===== config.mk =====
export PLATFORM = sky130hd
export DESIGN_NAME = alu
export DESIGN_NICKNAME = d
export VERILOG_FILES = /design/src/rtl/alu_pkg.sv /design/src/rtl/alu_shifter.sv /design/src/rtl/alu.sv
export SDC_FILE = /design/constraint.sdc
export NUM_CORES = 1
export LEC_CHECK = 0
export ABC_AREA = 1
export CAP_MARGIN = 20
export CORE_MARGIN = 2
export CORE_UTILIZATION = 55
export DETAILED_ROUTE_END_ITERATION = 16
export GPL_TIMING_DRIVEN = 0
export MAX_ROUTING_LAYER = met4
export PLACE_DENSITY = 0.79
export REMOVE_ABC_BUFFERS = 1
export SYNTH_ARGS = -nofsm -noshare
export SYNTH_HDL_FRONTEND = slang
export SYNTH_SLANG_ARGS = --single-unit

===== constraint.sdc =====
create_clock -name clk -period 2.4 [get_ports clk]
set_input_delay 0.72 -clock clk [delete_from_list [all_inputs] [get_ports clk]]
set_output_delay 0.72 -clock clk [all_outputs]
set_load 0.01 [all_outputs]

===== src/rtl/alu_pkg.sv =====
// alu_pkg: ctrl encodings {funct7[5], funct3} shared by the ALU and the decoder.
package alu_pkg;
  localparam logic [3:0] ALU_ADD  = 4'b0000;
  localparam logic [3:0] ALU_SUB  = 4'b1000;
  localparam logic [3:0] ALU_SLL  = 4'b0001;
  localparam logic [3:0] ALU_SLT  = 4'b0010;
  localparam logic [3:0] ALU_SLTU = 4'b0011;
  localparam logic [3:0] ALU_XOR  = 4'b0100;
  localparam logic [3:0] ALU_SRL  = 4'b0101;
  localparam logic [3:0] ALU_SRA  = 4'b1101;
  localparam logic [3:0] ALU_OR   = 4'b0110;
  localparam logic [3:0] ALU_AND  = 4'b0111;
endpackage


===== src/rtl/alu_shifter.sv =====
// alu_shifter: combinational 32-bit barrel shifter; dir=1 shifts right, arith sign-fills.
module alu_shifter (
  input  logic [31:0] data,
  input  logic [4:0]  shamt,
  input  logic        dir,
  input  logic        arith,
  output logic [31:0] result
);
  logic [31:0] stage [0:5];
  logic        fill;
  assign fill = arith & data[31];
  assign stage[0] = dir ? data : {<<{data}};
  for (genvar i = 0; i < 5; i++) begin : g_stage
    assign stage[i+1] = shamt[i] ? {{(1 << i){fill & dir}}, stage[i][31:(1 << i)]} : stage[i];
  end
  assign result = dir ? stage[5] : {<<{stage[5]}};
endmodule


===== src/rtl/alu.sv =====
// alu: registered RV32I ALU with zero flag; define ALU_FLAGS_EN for carry/overflow/negative outputs.
module alu
  import alu_pkg::*;
(
  input  logic        clk,
  input  logic        rst,
  input  logic        in_valid,
  input  logic [31:0] input_a,
  input  logic [31:0] input_b,
  input  logic [3:0]  ctrl,
  output logic [31:0] out,
  output logic        is_zero,
  output logic        out_valid
`ifdef ALU_FLAGS_EN
  ,
  output logic        carry,
  output logic        overflow,
  output logic        negative
`endif
);
  logic        sub;
  logic [31:0] b_op, shifted, res;
  logic [32:0] sum;
  assign sub  = ctrl == ALU_SUB;
  assign b_op = sub ? ~input_b : input_b;
  assign sum  = {1'b0, input_a} + {1'b0, b_op} + {32'b0, sub};
  alu_shifter u_shifter (
    .data   (input_a),
    .shamt  (input_b[4:0]),
    .dir    (ctrl != ALU_SLL),
    .arith  (ctrl == ALU_SRA),
    .result (shifted)
  );
  always_comb begin
    res = '0;
    case (ctrl)
      ALU_ADD, ALU_SUB:          res = sum[31:0];
      ALU_SLL, ALU_SRL, ALU_SRA: res = shifted;
      ALU_SLT:  res = {31'b0, $signed(input_a) < $signed(input_b)};
      ALU_SLTU: res = {31'b0, input_a < input_b};
      ALU_XOR:  res = input_a ^ input_b;
      ALU_OR:   res = input_a | input_b;
      ALU_AND:  res = input_a & input_b;
      default:  res = '0;
    endcase
  end
`ifdef ALU_FLAGS_EN
  logic arith_op;
  assign arith_op = ctrl == ALU_ADD || sub;
`endif
  always_ff @(posedge clk or posedge rst) begin
    if (rst) begin
      out       <= '0;
      is_zero   <= 1'b1;
      out_valid <= 1'b0;
`ifdef ALU_FLAGS_EN
      carry     <= 1'b0;
      overflow  <= 1'b0;
      negative  <= 1'b0;
`endif
    end else begin
      out_valid <= in_valid;
      if (in_valid) begin
        out     <= res;
        is_zero <= ~|res;
`ifdef ALU_FLAGS_EN
        carry    <= arith_op & sum[32];
        overflow <= arith_op & (input_a[31] == b_op[31]) & (sum[31] != input_a[31]);
        negative <= res[31];
`endif
      end
    end
  end
endmodule


-- Yosys cells after proc, flatten, opt, wreduce, memory -nomap -nowiden
Cells that the tools add are included.
- register bits: 34
- input port bits: 71
- output and inout port bits: 34
- add/sub/neg operators: 2
- order comparisons: 2
- equal/unequal tests: 10
- multiplexer cells: 9
- bitwise gates (word level): 6
- reductions and logical operators: 5
- operators by type and width (kind ; count):
    32-bit 2-to-1 mux ; 8
    32-bit case mux with 7 select lines ; 1
    32-bit < comparator ; 2
    32-bit by 1-bit adder with 32-bit output ; 1
    32-bit adder ; 1
    32-bit AND ; 1
    32-bit inverter ; 1
    32-bit bitwise OR ; 1
    32-bit OR reduction ; 1
    32-bit bitwise XOR ; 1
    4-bit by 3-bit == test with 1-bit output, second input constant ; 4
    4-bit by 2-bit == test with 1-bit output, second input constant ; 2
    4-bit == test, second input constant ; 2
    4-bit by 1-bit == test with 1-bit output, second input constant ; 1
    4-bit zero test ; 1
    4-bit by 1-bit != test with 1-bit output, second input constant ; 1
    3-bit OR reduction ; 1
    1-bit AND ; 2
    2-bit OR reduction ; 1
    1-bit zero test ; 1

-- Depth between registers and ports, before layout
- depth after elaboration: 12
- depth in mapped cells: 27
- gate-level depth less buffers: 27

-- Cells and area by module
From an unflattened synthesis, not the netlist that was laid out.
- cell total of the unflattened synthesis: 1666
- area, all modules: 9292.7 µm²
- by module, submodules not included (module ; instances ; cells an instance ; area an instance (µm²) ; sequential area each (µm²)):
    alu ; 1 ; 1105 ; 6775.2 ; 852.1
    alu_shifter ; 1 ; 561 ; 2517.4 ; 0.0

-- Worst setup path before layout
Ideal clock, no wire load.
- path type: in2reg
- start point: in ctrl[2]
- end point: reg is_zero
- library setup time: 0.061 ns
- arrival: 3.523 ns
- data required time: 2.339 ns
- path slack: -1.183 ns
- stages: 27
- cell sequence: buf_6 nor2_2 nand2_2 buf_1 xor2_1 fa_1 inv_1 nand2_1 o21ai_1 nand2_1 nand2_1 nand2_1 nand2_1 nand2_1 nand2_1 nand2_1 nand2_1 nand2_1 nand3_1 nand2_1 inv_1 nand2_1 nor2_1 nand4_1 nor2_1 nand2_1 nand2_1
- longest elaborated chain between the ends: 12
- elaborated cells on any way between the ends: 28
- those cells by class: add/sub (2); eq/ne (10); mux (9); bitwise (2); reduce/logical (5)
- RTL lines (what ; line ; source):
    start, declared ; alu.sv:10 ; input logic [3:0] ctrl,
    parallel branches: the longest is 9 deep, another holds 32-bit adder ; n/a ;
    32-bit case mux with 7 select lines (*) ; alu.sv:36 ; case (ctrl)
    32-bit OR reduction (*) ; alu.sv:65 ; is_zero <= ~|res;
    1-bit zero test (*) ; alu.sv:65 ;
    end signal, assigned ; alu.sv:65 ;
    end, declared ; alu.sv:12 ; output logic is_zero,
Mark *: on every way between the ends.
A chain may end at the register's enable or synchronous reset.

-- Worst setup path after layout
Ends and elaborated chain as after synthesis.

==> metrics.txt <==
outcome=finished with violations; failing checks=negative setup slack; Via Count=13406; clock slew seen by the registers of the worst setup and hold paths=0.05 ns; cell accounting for the most synthesized area=sky130_fd_sc_hd__nand3_1; Tot GR Track Use=43.8%; Remaining DRCs=0; residual antenna-violating net count after detailed routing=0; P_sw=0.00238 W; CP Capture Type=register; Core Footprint=16500 um^2; Final Instance Count excl. Fillers=1959; count of flip-flops with a built-in enable after synthesis=0; proportion of power drawn by flip-flops and latches=14.4%; peak fanout along the critical path=7; crit start category=primary input; die boundary width=133 um; Period Utilization, post-route=147%; Die Area=17700 um^2; required time worst endpoint=2.62 ns; hold violation total from the final report=0; Std-Cell Rows=47; Clk Latency, worst-skew pair=0.28 ns; Final setup viols=33; proportion of synthesized flip-flops having asynchronous set or reset=100%; xor-xnor portion of the synthesized cell area=3.25%; flip-flop and latch count after synthesis=34; Placed Instance Area=10300 um^2; maximum number of pins on one net before global-route repair=50; area grow syn2layout=49.6%; Yosys warnings=0; Finished Core Util=83.3%; leakage component of the power=6.51 nW; unrepaired setup endpoints after global routing=yes; clock network power share=13.6%; simple-gate portion of the synthesized area=45.3%; Avg Inst Size Synth=5.87 um^2; number of buffers inserted for hold repair after clock tree synthesis=0; first-pass iteration count of the detailed router=10; clock tree from TritonCTS=done; arithmetic-cell share of the synthesized area counting full adders, half adders and majority gates=18.4%; hold crit path type=reg2reg; CTS root buf=sky130_fd_sc_hd__clkbuf_16; Via density=6.84; number of buffer cells added on primary ports=104; Total Routed Length=47700 um; hold wc startpoint=out[3]; number of buffers created by CTS=5; cell types occupying the most area after synthesis=sky130_fd_sc_hd__nand3_1 (19%), sky130_fd_sc_hd__ha_1 (18%), sky130_fd_sc_hd__nand2_1 (15%); dominant combinational cell family by area after synthesis=simple AND/OR/NAND/NOR gates; effective utilization at floorplan=55.7%; count of nets after finishing=1943; post-route clock skew=0 ns; critical path startpoint=ctrl[2]; Slew Limit Headroom=32.8%; post-route cell area=13700 um^2; CTS H-tree depth=2; FILL cells=991; die extent in y=133 um; number of antenna violations at the first check in global routing=0; HPWL after DPL=28200 um; number of DRC markers in iteration 0=2123; Int Power=0.00239 W; net switching fraction of the power=49.8%; critical path class=in2reg; multiplexer fraction of the synthesized cell area=0%; Max Clock Freq=283 MHz; arrival time of data at the critical path endpoint=3.75 ns; number of max-slew violations in the final report=0; Main synth FF type=sky130_fd_sc_hd__dfrtp_1; sequential cell area fraction in the yosys report=9.29%; final setup slack of the worst path=-1.13 ns; area fraction in compound gates after synthesis=13.2%; Cells after Synth=1562; post-synthesis cell type count=47; worst flop-to-flop path startpoint=is_zero; WL/cell=24.3 um; measured slew at the worst slew-check pin=1.00 ns; I/O pin cnt=105; largest voltage drop on the vdd net=0.395 mV; global-route wire length before repair=59100 um; layout cell share with drive strength beyond 1=32.3%; vias in the first global route=10998; final critical path time including I/O delays and setup=3.53 ns; Inserted Diodes=0; relative contribution of combinational cells to total power=71.9%; remaining global-route overflow=0; placed cells=1820; Sinks on Clock Net=34; count of max-cap constraint violations=0; area share of the largest cell type after synthesis=19.5%; pwr dens=348 nW/um^2; post-synthesis cell area=9180 um^2; routability-driven placement congestion ratio=1.04; Clock Path Buffers=2
critical path: stages:
cell and delay, ns:
sky130_fd_sc_hd__buf_12 0.11, sky130_fd_sc_hd__nor2_4 0.18, sky130_fd_sc_hd__nand2_8 0.13, sky130_fd_sc_hd__xor2_1 0.17, sky130_fd_sc_hd__ha_1 0.38, sky130_fd_sc_hd__buf_6 0.16
sky130_fd_sc_hd__a21oi_4 0.14, sky130_fd_sc_hd__o21ai_4 0.09, sky130_fd_sc_hd__nand2_1 0.09, sky130_fd_sc_hd__nand2_2 0.10, sky130_fd_sc_hd__nand2_2 0.10, sky130_fd_sc_hd__nand2_4 0.10
sky130_fd_sc_hd__o21ai_1 0.20, sky130_fd_sc_hd__a21oi_1 0.09, sky130_fd_sc_hd__a211oi_2 0.23, sky130_fd_sc_hd__buf_4 0.19, sky130_fd_sc_hd__nand2_1 0.06, sky130_fd_sc_hd__nor2_1 0.12
sky130_fd_sc_hd__nand4_1 0.13, sky130_fd_sc_hd__nor2_2 0.12, sky130_fd_sc_hd__nand2_1 0.06, sky130_fd_sc_hd__nand2_1 0.06
power by group through the flow:
stage	clock network, W	registers (W)	logic (W)
floorplan	0	0.000726	0.00127
global placement	0	0.000695	0.00211
detailed placement	0	0.000696	0.00217
CTS	0.000644	0.000688	0.00254
global route	0.000670	0.000696	0.00357
finish	0.000649	0.000689	0.00343
synth_stat cells (4+ instances only):
cell,instances
sky130_fd_sc_hd__nand2_1,373
sky130_fd_sc_hd__nand3_1,357
sky130_fd_sc_hd__inv_1,148
sky130_fd_sc_hd__ha_1,133
sky130_fd_sc_hd__nor2_1,128
sky130_fd_sc_hd__a21oi_1,73
sky130_fd_sc_hd__o21ai_0,51
sky130_fd_sc_hd__xor2_1,34
sky130_fd_sc_hd__dfrtp_1,33
sky130_fd_sc_hd__clkbuf_1,29
sky130_fd_sc_hd__a31oi_1,22
sky130_fd_sc_hd__buf_2,18
sky130_fd_sc_hd__nand3_2,18
sky130_fd_sc_hd__a221oi_1,17
sky130_fd_sc_hd__buf_1,17
sky130_fd_sc_hd__nand4_1,9
sky130_fd_sc_hd__inv_2,8
sky130_fd_sc_hd__nor3_1,8
sky130_fd_sc_hd__buf_6,7
sky130_fd_sc_hd__nor4_1,7
sky130_fd_sc_hd__o22ai_1,7
sky130_fd_sc_hd__o211ai_1,6
sky130_fd_sc_hd__o21bai_1,6
sky130_fd_sc_hd__or2_2,6
sky130_fd_sc_hd__nand3b_1,5
sky130_fd_sc_hd__nand2_2,4
sky130_fd_sc_hd__o21a_1,4
sky130_fd_sc_hd__o221ai_1,4
placed cells by master (no fill, tap or decap), types with 46 or more instances in the layout:
master / count
sky130_fd_sc_hd__buf_4: 102
sky130_fd_sc_hd__nand3_1: 324
sky130_fd_sc_hd__nand3_2: 46
sky130_fd_sc_hd__nor2_1: 78
sky130_fd_sc_hd__inv_1: 92
sky130_fd_sc_hd__clkdlybuf4s50_1: 53
sky130_fd_sc_hd__inv_2: 59
sky130_fd_sc_hd__ha_1: 95
sky130_fd_sc_hd__nand2_2: 55
sky130_fd_sc_hd__nand2_1: 299
sequential cells by signal, indices dropped and copies added, names as in the netlist:
register / count
is_zero: 1
out: 32
out_valid: 1
cell families (layout without fill, tap and decap cells):
logic type,Yosys count,after routing
compound gates,205,205
flops,34,34
xor+xnor,34,34
fa+ha+maj,134,134
buf+inv,233,402
simple gates,922,930
per-stage QoR:
step	setup TNS [ns]	setup slack (ns)	hold WS, ns	power [W]
2_1_floorplan	-28.53	-1.30	0.474	0.00199
3_3_place_gp	-119.60	-4.05	0.458	0.00281
3_5_place_dp	-92.83	-3.60	0.465	0.00286
4_1_cts	-19.80	-1.03	0.480	0.00388
5_1_grt	-23.76	-1.22	0.506	0.00494
6_report	-21.66	-1.13	0.481	0.00477
repair_timing:
action,CTS,global route
endpoints found under the setup margin,33,33
gates resized for setup,270,377
cloned,8,5
hold endpoints to repair,0,0
setup buffers,61,62
pin swaps,87,160
layer usage:
layer | track usage, % | part of all wire, % | wire (um)
met1 | 54.0 | 33 | 15800
met2 | 66.3 | 42 | 19900
met3 | 9.09 | 15 | 6990
met4 | 25.6 | 10 | 4970
met5 | - | 0 | 0
layout make-up:
class                      count  area (um^2)  share of cell area, %
multi-input combinational   1303         9430                   68.7
sequential                    34          852                   6.21
clock buffer                   6          139                   1.01
clock inverter                 2         12.5                 0.0912
inverter                     159          652                   4.75
timing repair buffer         234         2360                   17.2
tap                          220          275                   2.01
timing repair inverter         1         5.00                 0.0365
worst paths after layout:
check | endpoint | slack, ns | cells past startpoint
max | is_zero | -1.13 | 22
min | out[3] | 0.48 | 1
max reg2reg | is_zero | 1.66 | 2
min reg2reg | out[3] | 0.48 | 1
max in group asynchronous | is_zero | 0.99 | 3
min in group asynchronous | out[0] | 0.82 | 2
No activity file was read; power rests on OpenSTA's default activity.
